==> src/rtl/scan_select.sv <==
// Select sequencer for a 2-to-4 decoder. It steps {s1,s0} through the masked-in
// positions at a programmable slot rate and pulses sweep_done when the sweep wraps.
module scan_select #(
  parameter int unsigned DIV_W = 8
) (
  input  logic             clk,
  input  logic             rst_n,
  input  logic             start,
  input  logic             stop,
  input  logic             en,
  input  logic [DIV_W-1:0] div,
  input  logic [3:0]       mask,
  input  logic             one_shot,
  output logic             s0,
  output logic             s1,
  output logic             valid,
  output logic             busy,
  output logic             sweep_done
);

  localparam int unsigned IDX_W = 2;

  typedef enum logic [0:0] {IDLE = 1'b0, RUN = 1'b1} state_e;

  state_e           state_q, state_d;
  logic [IDX_W-1:0] idx_q, idx_d;
  logic [DIV_W-1:0] presc_q, presc_d;
  logic [DIV_W-1:0] div_q, div_d;
  logic [3:0]       mask_q, mask_d;
  logic             one_shot_q, one_shot_d;
  logic             valid_q, valid_d;
  logic             busy_q, busy_d;
  logic             done_q, done_d;
  logic [IDX_W:0]   above_c;

  // Lowest set bit of m; the caller guarantees m is non-zero.
  function automatic logic [IDX_W-1:0] lowest_set(input logic [3:0] m);
    logic [IDX_W-1:0] r;
    r = '0;
    for (int i = 3; i >= 0; i--) begin
      if (m[i]) r = IDX_W'(i);
    end
    return r;
  endfunction

  // {found, index} of the lowest set bit of m strictly above cur.
  function automatic logic [IDX_W:0] next_above(input logic [3:0] m, input logic [IDX_W-1:0] cur);
    logic [IDX_W:0] r;
    r = '0;
    for (int i = 3; i >= 0; i--) begin
      if (m[i] && (i > int'(cur))) r = {1'b1, IDX_W'(i)};
    end
    return r;
  endfunction

  always_ff @(posedge clk or negedge rst_n) begin
    if (!rst_n) begin
      state_q    <= IDLE;
      idx_q      <= '0;
      presc_q    <= '0;
      div_q      <= '0;
      mask_q     <= '0;
      one_shot_q <= 1'b0;
      valid_q    <= 1'b0;
      busy_q     <= 1'b0;
      done_q     <= 1'b0;
    end else begin
      state_q    <= state_d;
      idx_q      <= idx_d;
      presc_q    <= presc_d;
      div_q      <= div_d;
      mask_q     <= mask_d;
      one_shot_q <= one_shot_d;
      valid_q    <= valid_d;
      busy_q     <= busy_d;
      done_q     <= done_d;
    end
  end

  always_comb begin
    state_d    = state_q;
    idx_d      = idx_q;
    presc_d    = presc_q;
    div_d      = div_q;
    mask_d     = mask_q;
    one_shot_d = one_shot_q;
    valid_d    = valid_q;
    busy_d     = busy_q;
    done_d     = 1'b0;
    above_c    = next_above(mask_q, idx_q);

    unique case (state_q)
      IDLE: begin
        if (start && !stop && (mask != 4'b0000)) begin
          state_d    = RUN;
          mask_d     = mask;
          div_d      = div;
          one_shot_d = one_shot;
          idx_d      = lowest_set(mask);
          presc_d    = '0;
          valid_d    = 1'b1;
          busy_d     = 1'b1;
        end
      end
      RUN: begin
        if (stop) begin
          state_d = IDLE;
          idx_d   = '0;
          presc_d = '0;
          valid_d = 1'b0;
          busy_d  = 1'b0;
        end else if (en) begin
          if (presc_q == div_q) begin
            presc_d = '0;
            if (above_c[IDX_W]) begin
              idx_d = above_c[IDX_W-1:0];
            end else begin
              // Wrap: the sweep is complete.
              done_d = 1'b1;
              if (one_shot_q) begin
                state_d = IDLE;
                idx_d   = '0;
                valid_d = 1'b0;
                busy_d  = 1'b0;
              end else begin
                idx_d = lowest_set(mask_q);
              end
            end
          end else begin
            presc_d = presc_q + DIV_W'(1);
          end
        end
      end
      default: state_d = IDLE;
    endcase
  end

  assign s0         = idx_q[0];
  assign s1         = idx_q[1];
  assign valid      = valid_q;
  assign busy       = busy_q;
  assign sweep_done = done_q;

endmodule

==> config.mk <==
export PLATFORM = sky130hd
export DESIGN_NAME = scan_select
export DESIGN_NICKNAME = d
export VERILOG_FILES = /design/src/rtl/scan_select.sv
export SDC_FILE = /design/constraint.sdc
export NUM_CORES = 1
export LEC_CHECK = 0
export CAP_MARGIN = 20
export CELL_PAD_IN_SITES_DETAIL_PLACEMENT = 1
export CELL_PAD_IN_SITES_GLOBAL_PLACEMENT = 1
export CORE_MARGIN = 1.5
export CORE_UTILIZATION = 36
export CTS_CLUSTER_DIAMETER = 200
export DETAILED_ROUTE_END_ITERATION = 10
export PLACE_DENSITY_LB_ADDON = 0.15
export SLEW_MARGIN = 20
export SYNTH_ARGS = -nofsm -noshare
export SYNTH_HDL_FRONTEND = slang
export SYNTH_SLANG_ARGS = --single-unit
==> constraint.sdc <==
create_clock -name clk -period 1.8 [get_ports clk]
set_clock_uncertainty 0.2 [all_clocks]
set_input_delay 0.18 -clock clk [delete_from_list [all_inputs] [get_ports clk]]
set_output_delay 0.18 -clock clk [all_outputs]
set_load 0.1 [all_outputs]
==> results of run 1 <==
==> worst max-delay path, stage by stage (launching register included) <==
cell      delay [ns]
dfrtp_1         0.41
xnor2_2         0.20
nand4_1         0.18
buf_4           0.18
buf_4           0.12
buf_4           0.13
nor2_4          0.07
and4_1          0.21
a211oi_1        0.08
==> worst paths after layout <==
check | cells past startpoint | startpoint | slack [ns] | endpoint
worst max-delay path | 8 | presc_q[5] | -0.09 | state_q
worst min-delay path | 2 | rst_n | 0.07 | div_q[4]
worst max register to register | 8 | presc_q[5] | -0.09 | state_q
worst min register to register | 1 | div_q[2] | 0.34 | div_q[2]
max in group asynchronous | 2 | rst_n | 1.06 | idx_q[1]
min in group clk | 3 | mask[3] | 0.13 | mask_q[3]
==> through the flow <==
stage / instances / hold slack, ns
6_report: 233 / 0.0650
5_1_grt: 233 / 0.0828
4_1_cts: 225 / 0.0750
3_5_place_dp: 219 / 0.322
3_3_place_gp: 219 / 0.316
2_1_floorplan: 129 / -0.316
==> Yosys cell counts, types with 3 or more instances <==
cell / n
a21oi_1: 5
and3_1: 3
clkbuf_1: 3
dfrtp_1: 26
mux2_2: 13
nand2_1: 8
nor2_1: 12
nor2b_1: 4
o21ai_0: 9
xnor2_1: 8
==> cell families after synthesis <==
kind of cell / share of synthesized area
xor+xnor: 0.0511
mux: 0.122
compound gates: 0.144
fa+ha+maj: 0.00913
flops: 0.475
buf+inv: 0.0356
simple gates: 0.163
==> registers in the layout, indices dropped and copies added, names as in the netlist <==
| register | count |
|---|---|
| one_shot_q | 1 |
| div_q | 8 |
| state_q | 1 |
| busy | 1 |
| idx_q | 2 |
| sweep_done | 1 |
| presc_q | 8 |
| mask_q | 4 |
==> layout make-up <==
class | count | area [um2] | share of cell area
Sequential cell | 26 | 653 | 0.318
Timing Repair Buffer | 58 | 554 | 0.270
Multi-Input combinational cell | 95 | 732 | 0.357
Tap cell | 48 | 60.1 | 0.0293
Inverter | 2 | 7.51 | 0.00366
Clock buffer | 4 | 45.0 | 0.0220
==> per-layer routing <==
| layer | wire [um] | global-route usage |
|---|---|---|
| met3 | 137 | 0.0260 |
| met5 | 0 | 0 |
| met2 | 2040 | 0.341 |
| met1 | 1650 | 0.241 |
| met4 | 83 | 0.0957 |
==> report_power, final <==
group	leakage, nW	switching, mW	internal (mW)
clock network	0.0228	0.192	0.159
logic	0.549	0.357	0.328
registers	0.325	0.0921	0.669
total	0.896	0.642	1.16
==> repair_timing <==
item	in CTS	in global routing
endpoints found under the setup margin	22	24
setup buffers	2	8
gates resized for setup	12	14
cloned	0	0
pin swaps	8	6
==> results.md, run 1 <==
* Dpl ws at -0.533 ns
* Crit-path max FO at 2
* Seq cells post-synth at 26
* Placer Congestion at 0.824
* Syn_area_per_cell at between 10 and 15 um2
* CTS tree: yes
* First-pass GRT wire length at around 6200 um
* I/O pins at 23
* Antenna Cells at 0
* Initial antenna violation count at 0
* CP arrival at 1.86 ns
* Area added between synthesis and finish at 49.8%
* DRC Markers at 0
* Hold_buf cts at 0
* Slew Limit Headroom at 0.768
* Pleak at around 0.90 nW
* Setup repair after global routing missed its margin: yes
* Max-Cap Viols at 0
* Pwr/cell area at approximately 880 nW/um2
* Vias per std cell at between 5 and 6
* Commonest non-fill, non-tap cells in the layout: buf_4 (32), dfrtp_1 (24), mux2_2 (13), clkdlybuf4s50_1 (13), nor2_1 (9)
* Layout fillers at roughly 400
* Hold Path Class: input port to async pin
* Top FF cell, synth: dfrtp_1
* Req. time, crit path at around 1.8 ns
* Vias in the first global route at approximately 1.3k
* Die width at between 60 and 70 um
* Worst Setup End Kind: register
* Die Area at between 4000 and 5000 um2
* Clock Root Buffer: clkbuf_8
* Tmin final at ~1.9 ns
* Per-cell routed wire length at 16.8 um
* Synth Instances at 129
* Routed Wire Length at slightly below 4000 um
* Unique masters post-synth at 37
* Nets at between 200 and 250
* Final instance area at roughly 2000 um2
* Kind of critical path: register to register
* Port Buffer Count at 22
* Ratio of cells with drive above 1 in the final layout at 0.405
* Setup TNS at -0.302 ns
* DR iter-0 viols at 11
* Core Util, Final at 0.560
* CP Launch Type: register
* Fin crit share at 1.05
* Final antenna-violating net count at 0
* Post-synth top area cell: dfrtp_1
* Largest net degree at the start of global routing at 27
* Drt pass-1 iters at 4
* Final setup viols at 6
* Violated checks: negative setup slack
* Status: finished with violations
* Reg clk slew, reported paths at around 0.09 ns
* Synth warnings at 0
* Congestion Overflow GR at 0
* Num rows at 22
* Via Count at 1215
* Power Total at around 1.8 mW
* Asr flop ratio synth at 1.00
* Final Hold Fails at 0
* Most common cell after layout, fill and taps aside: buf_4
* Synth top area cells: dfrtp_1 (47%), mux2_2 (11%), xnor2_1 (5.1%)
* Sequential area share after synthesis at 0.475
* Gr usage total at 0.197
* Total core area at about 3700 um2
* Post-synth top area share at 0.475
* Worst skew pair latency at between 0.2 and 0.3 ns
* Max Slew Vio Count at 0
* Area after DPL at 1870 um2
* Setup ws final at -0.0924 ns
* # clock sinks at 26
* Initial core utilization at 0.374
* Chip height at 64.7 um
* Max Freq at between 500 and 600 MHz
* EDFF count, synth at 0
* Syn_nets at 148
* Worst-Margin Slew at about 0.35 ns
* VDD IR-drop max at 472 uV
* Mapped Area at between 1000 and 1500 um2
* TritonCTS Buffers at 3
* H-tree levels at 1
* Max Buffers Root-to-Sink at 2
* DP HPWL at around 2800 um
No activity file was read; power rests on OpenSTA's default activity.
==> inputs of run 2 (changes only) <==
- CORE_ASPECT_RATIO: not set -> 0.6
==> run 2 against run 1 <==
Compared with the run above: the flow still finishes with violations (negative setup slack); worst hold slack better by 0.0038 ns; register-to-register slack worse by 0.02 ns; sequential cell count stayed put.
==> results.md, run 2 (synthesis results as in run 1) <==
* Initial core utilization at 0.374 (about the same)
* Ratio of cells with drive above 1 in the final layout at 0.455 (was 0.405)
* H-tree levels at 1 (unchanged)
* Routed Wire Length at 4150 um (was 3910 um)
* I/O pins at 23 (unchanged)
* Nets at 207 (was 205)
* Per-cell routed wire length at 17.7 um (was 16.8 um)
* Congestion Overflow GR at 0 (unchanged)
* Pwr/cell area at 872 nW/um2 (was 876 nW/um2)
* Setup TNS at -0.761 ns (was -0.302 ns)
* Max-Cap Viols at 0 (unchanged)
* Total core area at 3660 um2 (about the same)
* Worst skew pair latency at 0.28 ns (about the same)
* Flop pwr share at 0.414 (was 0.423)
* Commonest non-fill, non-tap cells in the layout: buf_4 (29), dfrtp_1 (23), mux2_2 (13) (was buf_4 (32), dfrtp_1 (24), mux2_2 (13), clkdlybuf4s50_1 (13), nor2_1 (9))
* Worst-path cell chain: xnor2_2, nand4_1, buf_6, o21ai_4, buf_6, nand2_4, mux2_4 (was xnor2_2, nand4_1, buf_4, buf_4, buf_4, nor2_4, and4_1, a211oi_1)
* Worst-Margin Slew at 0.354 ns (was 0.348 ns)
* TritonCTS Buffers at 3 (unchanged)
* Cells after DPL at 220 (was 219)
* CP dominant cell by count: buf_6 (was buf_4)
* Num rows at 17 (was 22)
* DR iter-0 viols at 111 (was 11)
* Largest net degree at the start of global routing at 27 (unchanged)
* Most common cell after layout, fill and taps aside: buf_4 (unchanged)
* CP Launch Type: register (unchanged)
* Final setup viols at 11 (was 6)
* Placer Congestion at 0.934 (was 0.824)
* Die Area at 4200 um2 (was 4180 um2)
* Reg area at 654 um2 (was 653 um2)
* # clock sinks at 26 (unchanged)
* Critical path depth at 7 (was 8)
* VDD IR-drop max at 697 uV (was 472 uV)
* Port Buffer Count at 22 (unchanged)
* Max Slew Vio Count at 0 (unchanged)
* Sw Ratio at 0.353 (was 0.357)
* Req. time, crit path at 1.78 ns (was 1.77 ns)
* Min Hold Slack at 0.0688 ns (was 0.0650 ns)
* Reg clk slew, reported paths at 0.10 ns (was 0.09 ns)
* DP HPWL at 2820 um (was 2800 um)
* Combinational power share at 0.372 (was 0.381)
* Reg2Reg Depth at 7 (was 8)
* Net Sw Power at 0.652 mW (was 0.642 mW)
* Initial antenna violation count at 0 (unchanged)
* Drt pass-1 iters at 5 (was 4)
* Fin crit share at 1.06 (was 1.05)
* Setup ws final at -0.111 ns (was -0.0924 ns)
* Pint at 1.20 mW (was 1.16 mW)
* Status: finished with violations (unchanged)
* Slew Limit Headroom at 0.764 (was 0.768)
* Final Hold Fails at 0 (unchanged)
* Final antenna-violating net count at 0 (unchanged)
* Area added between synthesis and finish at 54.9% (was 49.8%)
* CP delay by family, top: flip-flops (was simple AND/OR/NAND/NOR gates)
* Layout Cells excl Fill at 234 (was 233)
* Setup repair after global routing missed its margin: yes (unchanged)
* Buf/Inv on CP at 2 (was 3)
* Clock Root Buffer: clkbuf_8 (unchanged)
* Clk pwr share at 0.213 (was 0.195)
* DRC Markers at 0 (unchanged)
* Chip height at 50.8 um (was 64.7 um)
* Tmin final at 1.91 ns (was 1.89 ns)
* Pleak at 0.926 nW (was 0.896 nW)
* Area of the multi-input gates at 768 um2 (was 732 um2)
* Core Util, Final at 0.580 (was 0.560)
* Max Freq at 523 MHz (was 528 MHz)
* Gr usage total at 0.214 (was 0.197)
* CP arrival at 1.89 ns (was 1.86 ns)
* Worst Setup End Kind: register (unchanged)
* Top flop regs: div_q x8, presc_q x8, mask_q x4 (unchanged)
* Max Buffers Root-to-Sink at 2 (unchanged)
* Power Total at 1.85 mW (was 1.80 mW)
* Vias per std cell at 5.26 (was 5.21)
* Hold Path Class: input port to async pin (unchanged)
* First-pass GRT wire length at 6490 um (was 6210 um)
* Vias in the first global route at 1304 (was 1288)
* CTS tree: yes (unchanged)
* Antenna Cells at 0 (unchanged)
* Crit-path max FO at 5 (was 2)
* Slowest-stage cell, CP: dfrtp_1 (unchanged)
* Die width at 82.6 um (was 64.7 um)
* Layout fillers at 410 (was 402)
* Violated checks: negative setup slack (unchanged)
* CP peak stage delay at 0.43 ns (was 0.41 ns)
* Kind of critical path: register to register (unchanged)
* Via Count at 1231 (was 1215)
## run 2: changes by cell type in the layout (fill, tap and decap cells not counted), moves of 2 or more
cell           delta
buf_4             -3
buf_6             +5
o21ai_1           -3
clkbuf_2          +2
dlygate4sd2_1     -2
## run 2: path summary, 6_finish.rpt
path	startpoint	endpoint	slack, ns
max	presc_q[5]	idx_q[0]	-0.11
min reg2reg	div_q[0]	div_q[0]	0.34
max in group asynchronous	rst_n	idx_q[1]	1.05
max reg2reg	presc_q[5]	idx_q[0]	-0.11
min	rst_n	idx_q[0]	0.07
min in group clk	mask[0]	idx_q[1]	0.09
## run 2: power by group through the flow
stage | clock network, mW | registers, mW | logic [mW]
floorplan | 0 | 0.861 | 0.265
global placement | 0 | 0.765 | 0.606
finish | 0.395 | 0.766 | 0.689
global route | 0.426 | 0.780 | 0.727
CTS | 0.408 | 0.765 | 0.641
detailed placement | 0 | 0.773 | 0.619
## run 2: stage by stage
stage                     area (um2)  setup slack (ns)
after floorplan                 1390            -0.194
after global placement          1880            -0.481
after detailed placement        1880            -0.504
after CTS                       1980           -0.0718
after global routing            2120            -0.165
final                           2120            -0.111
## run 2: area by class of cell
class	instances	share of cell area
timing repair buffer	60	0.272
tap	47	0.0277
clock buffer	4	0.0259
sequential	26	0.308
multi-input combinational	95	0.362
inverter	2	0.00354
## run 2: repair_timing
| action | CTS | global route |
|---|---|---|
| pin swaps | 5 | 11 |
| gates resized for setup | 10 | 30 |
| hold buffers | 0 | 1 |
| setup buffers | 3 | 6 |
| endpoints found under the setup margin | 23 | 24 |
| endpoints found under the hold margin | 0 | 1 |
## run 2: worst register-to-register path: stages, from the launching register on
cell and delay [ns]:
dfrtp_1 0.43, xnor2_2 0.19, nand4_1 0.12, buf_6 0.15
o21ai_4 0.22, buf_6 0.16, nand2_4 0.04, mux2_4 0.29
## run 2: per-layer routing
layer / vias to the layer above / routed length, um / global-route usage
met5: - / 0 / 0
met4: 0 / 16 / 0.0444
met3: 2 / 124 / 0.0455
met2: 18 / 1970 / 0.341
met1: 631 / 2040 / 0.298
li1: 580 / - / -
